File: src/rtl/isa_dma_scheduler.sv
// ISA bus scheduler: arbitrates HPS PIO against DRQ1/3/5/7, drives DACK/AEN,
// launches single DMA cycles and tracks per-channel transfer counts.
module isa_dma_scheduler #(
    parameter int SETUP_CYCLES = 2,
    parameter int TIMEOUT      = 1024
) (
    input  logic        clk_i,
    input  logic        reset_ni,
    input  logic [3:0]  drq_i,
    input  logic [3:0]  chan_en_i,
    input  logic        cfg_we_i,
    input  logic [1:0]  cfg_chan_i,
    input  logic [15:0] cfg_count_i,
    input  logic        pio_req_i,
    input  logic        pio_done_i,
    output logic        pio_gnt_o,
    input  logic        dma_done_i,
    output logic        dma_start_o,
    output logic [1:0]  dma_chan_o,
    output logic [3:0]  dack_n_o,
    output logic        aen_o,
    output logic        tc_o,
    output logic [1:0]  tc_chan_o,
    output logic        err_o,
    output logic        busy_o,
    output logic [2:0]  state_out_o
);

    // state   | meaning
    // IDLE    | bus free, arbitrate PIO vs DMA
    // PIO     | bus granted to HPS, wait for pio_done
    // SETUP   | DACK/AEN asserted, counting setup cycles
    // XFER    | DMA cycle launched, wait for dma_done or timeout
    // RELEASE | one cycle with DACK/AEN inactive
    typedef enum logic [2:0] {
        S_IDLE    = 3'd0,
        S_PIO     = 3'd1,
        S_SETUP   = 3'd2,
        S_XFER    = 3'd3,
        S_RELEASE = 3'd4
    } state_t;

    localparam int SW = (SETUP_CYCLES > 1) ? $clog2(SETUP_CYCLES) : 1;
    localparam int TW = (TIMEOUT > 1) ? $clog2(TIMEOUT) : 1;
    localparam logic [SW-1:0] SETUP_LOAD = SW'(SETUP_CYCLES - 1);
    localparam logic [TW-1:0] TMO_LOAD   = TW'(TIMEOUT - 1);

    state_t        state_q;
    logic [1:0]    last_chan_q;
    logic          last_was_pio_q;
    logic [1:0]    dma_chan_q;
    logic [15:0]   count_q [4];
    logic [SW-1:0] setup_cnt_q;
    logic [TW-1:0] tmo_cnt_q;
    logic          pio_gnt_q;
    logic          dma_start_q;
    logic [3:0]    dack_n_q;
    logic          aen_q;
    logic          tc_q;
    logic [1:0]    tc_chan_q;
    logic          err_q;
    logic          busy_q;

    logic [3:0] elig;
    logic       grant_vld;
    logic [1:0] grant_chan;
    logic [1:0] cand;

    always_comb begin
        for (int i = 0; i < 4; i++) begin
            elig[i] = drq_i[i] & chan_en_i[i] & (count_q[i] != 16'd0);
        end
    end

    // Scan from the farthest offset down so the nearest eligible channel after
    // last_chan is the one that sticks.
    always_comb begin
        grant_vld  = 1'b0;
        grant_chan = last_chan_q;
        cand       = last_chan_q;
        for (int i = 4; i >= 1; i--) begin
            cand = last_chan_q + 2'(i);
            if (elig[cand]) begin
                grant_vld  = 1'b1;
                grant_chan = cand;
            end
        end
    end

    always_ff @(posedge clk_i) begin
        if (!reset_ni) begin
            state_q        <= S_IDLE;
            last_chan_q    <= 2'd3;
            last_was_pio_q <= 1'b0;
            dma_chan_q     <= 2'd0;
            for (int i = 0; i < 4; i++) count_q[i] <= 16'd0;
            setup_cnt_q    <= '0;
            tmo_cnt_q      <= '0;
            pio_gnt_q      <= 1'b0;
            dma_start_q    <= 1'b0;
            dack_n_q       <= 4'hF;
            aen_q          <= 1'b0;
            tc_q           <= 1'b0;
            tc_chan_q      <= 2'd0;
            err_q          <= 1'b0;
            busy_q         <= 1'b0;
        end else begin
            dma_start_q <= 1'b0;
            tc_q        <= 1'b0;
            err_q       <= 1'b0;
            case (state_q)
                S_IDLE: begin
                    if (pio_req_i && (!grant_vld || !last_was_pio_q)) begin
                        state_q        <= S_PIO;
                        pio_gnt_q      <= 1'b1;
                        last_was_pio_q <= 1'b1;
                        busy_q         <= 1'b1;
                    end else if (grant_vld) begin
                        state_q        <= S_SETUP;
                        dma_chan_q     <= grant_chan;
                        last_chan_q    <= grant_chan;
                        last_was_pio_q <= 1'b0;
                        dack_n_q       <= ~(4'b0001 << grant_chan);
                        aen_q          <= 1'b1;
                        setup_cnt_q    <= SETUP_LOAD;
                        busy_q         <= 1'b1;
                    end
                end
                S_PIO: begin
                    if (pio_done_i) begin
                        state_q   <= S_IDLE;
                        pio_gnt_q <= 1'b0;
                        busy_q    <= 1'b0;
                    end
                end
                S_SETUP: begin
                    if (!drq_i[dma_chan_q]) begin
                        state_q  <= S_RELEASE;
                        dack_n_q <= 4'hF;
                        aen_q    <= 1'b0;
                    end else if (setup_cnt_q == '0) begin
                        state_q     <= S_XFER;
                        dma_start_q <= 1'b1;
                        tmo_cnt_q   <= TMO_LOAD;
                    end else begin
                        setup_cnt_q <= setup_cnt_q - SW'(1);
                    end
                end
                S_XFER: begin
                    if (dma_done_i) begin
                        state_q   <= S_RELEASE;
                        dack_n_q  <= 4'hF;
                        aen_q     <= 1'b0;
                        tmo_cnt_q <= '0;
                        if (count_q[dma_chan_q] != 16'd0) begin
                            count_q[dma_chan_q] <= count_q[dma_chan_q] - 16'd1;
                            // A same-channel config write overrides the decrement below.
                            if (count_q[dma_chan_q] == 16'd1 &&
                                !(cfg_we_i && cfg_chan_i == dma_chan_q)) begin
                                tc_q      <= 1'b1;
                                tc_chan_q <= dma_chan_q;
                            end
                        end
                    end else if (tmo_cnt_q == '0) begin
                        state_q  <= S_RELEASE;
                        err_q    <= 1'b1;
                        dack_n_q <= 4'hF;
                        aen_q    <= 1'b0;
                    end else begin
                        tmo_cnt_q <= tmo_cnt_q - TW'(1);
                    end
                end
                S_RELEASE: begin
                    state_q <= S_IDLE;
                    busy_q  <= 1'b0;
                end
                default: begin
                    state_q   <= S_IDLE;
                    busy_q    <= 1'b0;
                    dack_n_q  <= 4'hF;
                    aen_q     <= 1'b0;
                    pio_gnt_q <= 1'b0;
                end
            endcase
            if (cfg_we_i) count_q[cfg_chan_i] <= cfg_count_i;
        end
    end

    assign pio_gnt_o   = pio_gnt_q;
    assign dma_start_o = dma_start_q;
    assign dma_chan_o  = dma_chan_q;
    assign dack_n_o    = dack_n_q;
    assign aen_o       = aen_q;
    assign tc_o        = tc_q;
    assign tc_chan_o   = tc_chan_q;
    assign err_o       = err_q;
    assign busy_o      = busy_q;
    assign state_out_o = state_q;

endmodule

File: config.mk
export PLATFORM = sky130hd
export DESIGN_NAME = isa_dma_scheduler
export DESIGN_NICKNAME = d
export VERILOG_FILES = /design/src/rtl/isa_dma_scheduler.sv
export SDC_FILE = /design/constraint.sdc
export NUM_CORES = 1
export LEC_CHECK = 0
export CAP_MARGIN = 10
export CORE_UTILIZATION = 50
export DETAILED_ROUTE_END_ITERATION = 7
export MAX_ROUTING_LAYER = met4
export PLACE_DENSITY = 0.81
export SYNTH_ARGS = -nofsm -noshare
export SYNTH_HDL_FRONTEND = slang
export SYNTH_SLANG_ARGS = --single-unit
File: constraint.sdc
create_clock -name clk_i -period 3.4 [get_ports clk_i]
set_input_delay 0.34 -clock clk_i [delete_from_list [all_inputs] [get_ports clk_i]]
set_output_delay 0.34 -clock clk_i [all_outputs]
set_load 0.005 [all_outputs]
Yosys cells after proc, flatten, opt, wreduce, memory -nomap -nowiden
Memories as Yosys holds them, arrays and structs flattened. A register that Yosys moved wholly into a read port is not among the register bits.
Cells that the tools add are included.
Operators by class
  $add $sub $neg: 6
  magnitude comparators: 5
  equality and inequality tests: 17
  shift-type cells: 1
  mux-type cells: 72
  bitwise logic cells: 15
  reduce and logical (&&, ||, !) cells: 34
Operators with widths (count)
  nonzero test 16 bit: 5
  two-way mux 10 bit: 4
  two-way mux 1 bit: 35
  two-way mux 16 bit: 2
  OR reduction 16 bit: 2
  two-way mux 3 bit: 7
  two-way mux 4 bit: 5
  one-hot mux 10 bit (2 select lines): 1
  AND reduction 4 bit: 5
  == test 16 x 1 -> 1 bit, second input constant: 1
  one-hot mux 4 bit (4 select lines): 1
  subtractor 16 x 1 -> 16 bit, second input constant: 1
  less-than comparator 2 x 3 -> 1 bit, second input constant: 5
  two-way mux 2 bit: 7
  inequality test 2 bit, second input constant: 7
  inequality test 3 bit, second input constant: 4
  one-hot mux 3 bit (4 select lines): 1
  AND reduction 3 bit: 4
  binary-select mux 1 bit (select 2 bit): 5
  logical NOT 10 bit: 1
  subtractor 10 x 1 -> 10 bit, second input constant: 1
  bitwise AND 1 bit: 8
  == test 3 x 2 -> 1 bit, second input constant: 2
  inverter 1 bit: 6
  other kinds (20): 30
Storage, ports and cells
  register bits after elaboration: 31
  bits in writable memories: 64
  output and inout port bits: 17
  memories kept: 1
Memories
  count_q: words 4, width 16, read ports 5, clocked after Yosys merged registers in 1, write ports 4, RTL line 52  | logic [15:0] count_q [4];

Longest topological paths before layout
  depth in word-level cells: 15
  depth in mapped cells: 10

Worst setup path after synthesis
Ideal clock, no wire load.
  path kind: register to register
  from: register with a tool-made name
  to: memory count_q[1][0] (enable)
  data arrival time: 2688 ps
  setup slack: 301 ps
  cell stages (with the launch flop): 9
  buffers on the path: 2
  path through: dfxtp_1 -> buf_6 -> buf_6 -> mux4_2 -> inv_1 -> ha_1 -> inv_1 -> o21ai_1 -> o21ai_0
RTL lines (RTL line)
  to (decl): 52

==> metrics <==
antenna violations before repair=0; count of pins over their slew limit=0; router iterations before antenna repair=5; crit path max-delay cell type=sky130_fd_sc_hd__mux4_1; wire length of the first global-routing pass=23.25 mm; Max-cap violations=0; final count of negative-setup-slack endpoints=0; die boundary height=about 100 um; CP Class=flop to flop; synthesized area divided by synthesized cell count=10.19 um^2; total count of hold-check failures in the final report=0; number of flops mapped to enable cells by yosys=64; number of ports placed on the die boundary=49; slew at the pin closest to its max-slew limit=between 1000 and 1500 ps; count of cells resized by post-cts repair=0; final-layout fill cell count=853; worst slew margin relative to its limit=slightly above 30%; synthesized net count=555; via count of the first global-routing pass=4464; count of buffers inserted at the top-level ports=48; clock edge transition at the registers on the reported setup and hold paths=100 ps; run status=completed; largest net degree at the start of global routing=27; final worst-path cycle share=between 90% and 100%; Iter 0 DRT Violations=412; CP Buf/Inv Count=2; critical path cell sequence=buf_12, mux4_1, nor4_2, nand4_2, o21ai_1, nor3_1, or3_1, buf_4; count of mapped cells out of synthesis=519; setup TNS after final layout=0 ps; leakage=roughly 2.1 nW; number of buffers created by CTS=9; effective utilization at floorplan=51.46%; critical path launch point type=flop; predominant post-synthesis flop cell=sky130_fd_sc_hd__edfxtp_1; Max Fclk=~320 MHz; unrepaired setup endpoints after global routing=no; largest stage delay on the critical path=about 700 ps; kind of cell with the highest combined delay on the critical path=simple AND/OR/NAND/NOR gates; share of synthesized area occupied by flip-flops and latches=between 40% and 50%; standard-cell rows=37; post-synthesis register bit count=97; VDD IR max=385.1 uV; remaining global-route overflow=0; proportion of layout cells with a drive suffix above 1=about an eighth; vias after detailed routing=about 4600; detailed-route wire length=roughly 15 mm; FFs w/ async S/R, synth=0%; final RePlAce weighted congestion=0.9584; Root Buffer=sky130_fd_sc_hd__clkbuf_8; number of nets with antenna violations after routing=0; clock tree from TritonCTS=built; combined area of all synthesized cells=5289 um^2; Core Footprint=10280 um^2; Worst setup EP type=flop; Post-CTS Repair Setup Buffers=0; power density cells=between 500 and 600 nW/um^2; unique cell type count in the Yosys netlist=58; detailed-route wire length per cell=20.43 um; width of the die=104.8 um; Num Clock Sinks=97; Antenna Diode Count=0; area of the die=10990 um^2; crit path DAT=3220 ps; Area growth, synth to finish=16.84%; clk_skew=15.02 ps; drt drc=0; maximum root-to-sink buffer count=2; critical path fanouts, max=16; power after layout=between 0.003 and 0.004 W; Global Route Usage Sum=28.40%; Yosys Warn Count=0; routed vias/inst=roughly 6.4; clock latency reported for the late side of the worst-skew pair=370 ps; min-delay worst type=flop to flop; HPWL reported at the end of detailed placement=10.40 mm; worst endpoint required time=approximately 3500 ps; H-tree depth=3; final net count=609; # hold bufs at CTS=0; Tmin final=3116 ps
-- synth_stat cells (all sizes together), types with 5 or more instances --
library cell   n  share of area (%)
nand2         85                6.0
o21ai         70                6.6
edfxtp        64                 36
dfxtp         33                 12
nor2          27                1.9
nor4          23                3.1
a21oi         21                2.0
clkbuf        19                1.3
inv           19                1.3
mux4          17                7.7
nor3          13                1.2
xnor2         12                2.0
nand3          9                1.0
o31ai          9                1.3
buf            8                1.1
nand2b         8               0.95
o221a          8                1.7
a31oi          7               0.83
a41oi          6               0.99
or3            5               0.59
-- worst paths after layout --
kind	from	cells past startpoint	slack, ps	end
min	aen_o$_SDFFE_PN0P_	2	480	aen_o$_SDFFE_PN0P_
max reg2reg	flop	8	280	count_q[0][10]$_DFFE_PP_
min reg2reg	aen_o$_SDFFE_PN0P_	2	480	aen_o$_SDFFE_PN0P_
max	flop	8	280	count_q[0][10]$_DFFE_PP_
-- flip-flops by register name, indices dropped and copies added (netlist names), named ones only --
signal and cells:
count_q 64, pio_gnt_o 1, busy_o 1, setup_cnt_q 1
aen_o 1, dack_n_o 4, dma_chan_o 2, tmo_cnt_q 10
tc_o 1, tc_chan_o 2, last_chan_q 2, state_out_o 3
dma_start_o 1, err_o 1, last_was_pio_q 1
-- metrics by stage --
stage | std cells | worst slack [ps] | area [um^2] | util, % | hold WS, ps
after global placement | 698 | 438.2 | 5998 | 58.36 | 464.4
final | 714 | 283.7 | 6180 | 60.13 | 476.6
after detailed placement | 698 | 343.9 | 5998 | 58.36 | 475.3
after CTS | 714 | 325.2 | 6180 | 60.13 | 483.9
after global routing | 714 | 137.6 | 6180 | 60.13 | 503.5
after floorplan | 519 | 301.3 | 5289 | - | 447.6
-- layer usage --
layer / wire (um) / global-route usage [%] / vias to the layer above
met5: 0 / - / -
met4: 368 / 10.66 / 0
met3: 1506 / 5.802 / 37
met2: 6797 / 43.28 / 291
met1: 5918 / 37.60 / 2151
li1: - / - / 2092
-- worst register-to-register path, cell delays in order (launching register included) --
cell and delay [ps]:
sky130_fd_sc_hd__dfxtp_1 370, sky130_fd_sc_hd__buf_12 180, sky130_fd_sc_hd__mux4_1 690, sky130_fd_sc_hd__nor4_2 370, sky130_fd_sc_hd__nand4_2 280, sky130_fd_sc_hd__o21ai_1 350
sky130_fd_sc_hd__nor3_1 70, sky130_fd_sc_hd__or3_1 320, sky130_fd_sc_hd__buf_4 220
-- power breakdown --
part / internal (W) / switching (W) / leakage [nW]
Combinational: 0.000438 / 0.000602 / 1.08
Clock: 0.000313 / 0.000420 / 0.0962
Sequential: 0.00137 / 0.000113 / 0.939
Total: 0.00212 / 0.00113 / 2.12
-- final cells by class --
class	count	area (um^2)	area share, %
Timing Repair Buffer	70	658.1	10.65
Clock buffer	12	156.4	2.531
Tap cell	136	170.2	2.754
Multi-Input combinational cell	376	2516	40.72
Sequential cell	97	2582	41.79
Inverter	19	71.32	1.154
Clock inverter	4	25.02	0.4049
-- cells in the final DEF (no fill, tap or decap), types with 3 or more instances in the layout --
master                            count
sky130_fd_sc_hd__a211oi_1             4
sky130_fd_sc_hd__nor2b_1              4
sky130_fd_sc_hd__a41oi_1              6
sky130_fd_sc_hd__inv_1               19
sky130_fd_sc_hd__o21ai_0             44
sky130_fd_sc_hd__a31oi_1              7
sky130_fd_sc_hd__xor2_1               4
sky130_fd_sc_hd__xnor2_1             12
sky130_fd_sc_hd__clkdlybuf4s50_1     48
sky130_fd_sc_hd__clkbuf_8             9
sky130_fd_sc_hd__ha_1                 4
sky130_fd_sc_hd__a221oi_1             3
sky130_fd_sc_hd__nor3_1              11
sky130_fd_sc_hd__dfxtp_1             33
sky130_fd_sc_hd__buf_4               21
sky130_fd_sc_hd__o21ai_1             26
sky130_fd_sc_hd__o31ai_1              9
sky130_fd_sc_hd__nand2_1             85
sky130_fd_sc_hd__nand2b_1             8
sky130_fd_sc_hd__or2_2                3
sky130_fd_sc_hd__nor4_1              21
sky130_fd_sc_hd__nor2_1              27
sky130_fd_sc_hd__or3_1                5
sky130_fd_sc_hd__mux4_2              11
sky130_fd_sc_hd__a21oi_1             21
sky130_fd_sc_hd__o221a_2              8
sky130_fd_sc_hd__mux4_1               6
sky130_fd_sc_hd__a41o_1               3
sky130_fd_sc_hd__nand3_1              7
sky130_fd_sc_hd__edfxtp_1            64
-- kinds of logic after synthesis --
kind of cell             synth area share, %
buffers and inverters                  3.785
AND/OR/NAND/NOR                        18.10
multiplexers                           8.044
flip-flops                             48.83
adder cells (fa/ha/maj)               0.9463
XOR/XNOR                               2.650
AO/OA/AOI/OAI                          17.65
Note: power is estimated with default switching activity, not from simulation.
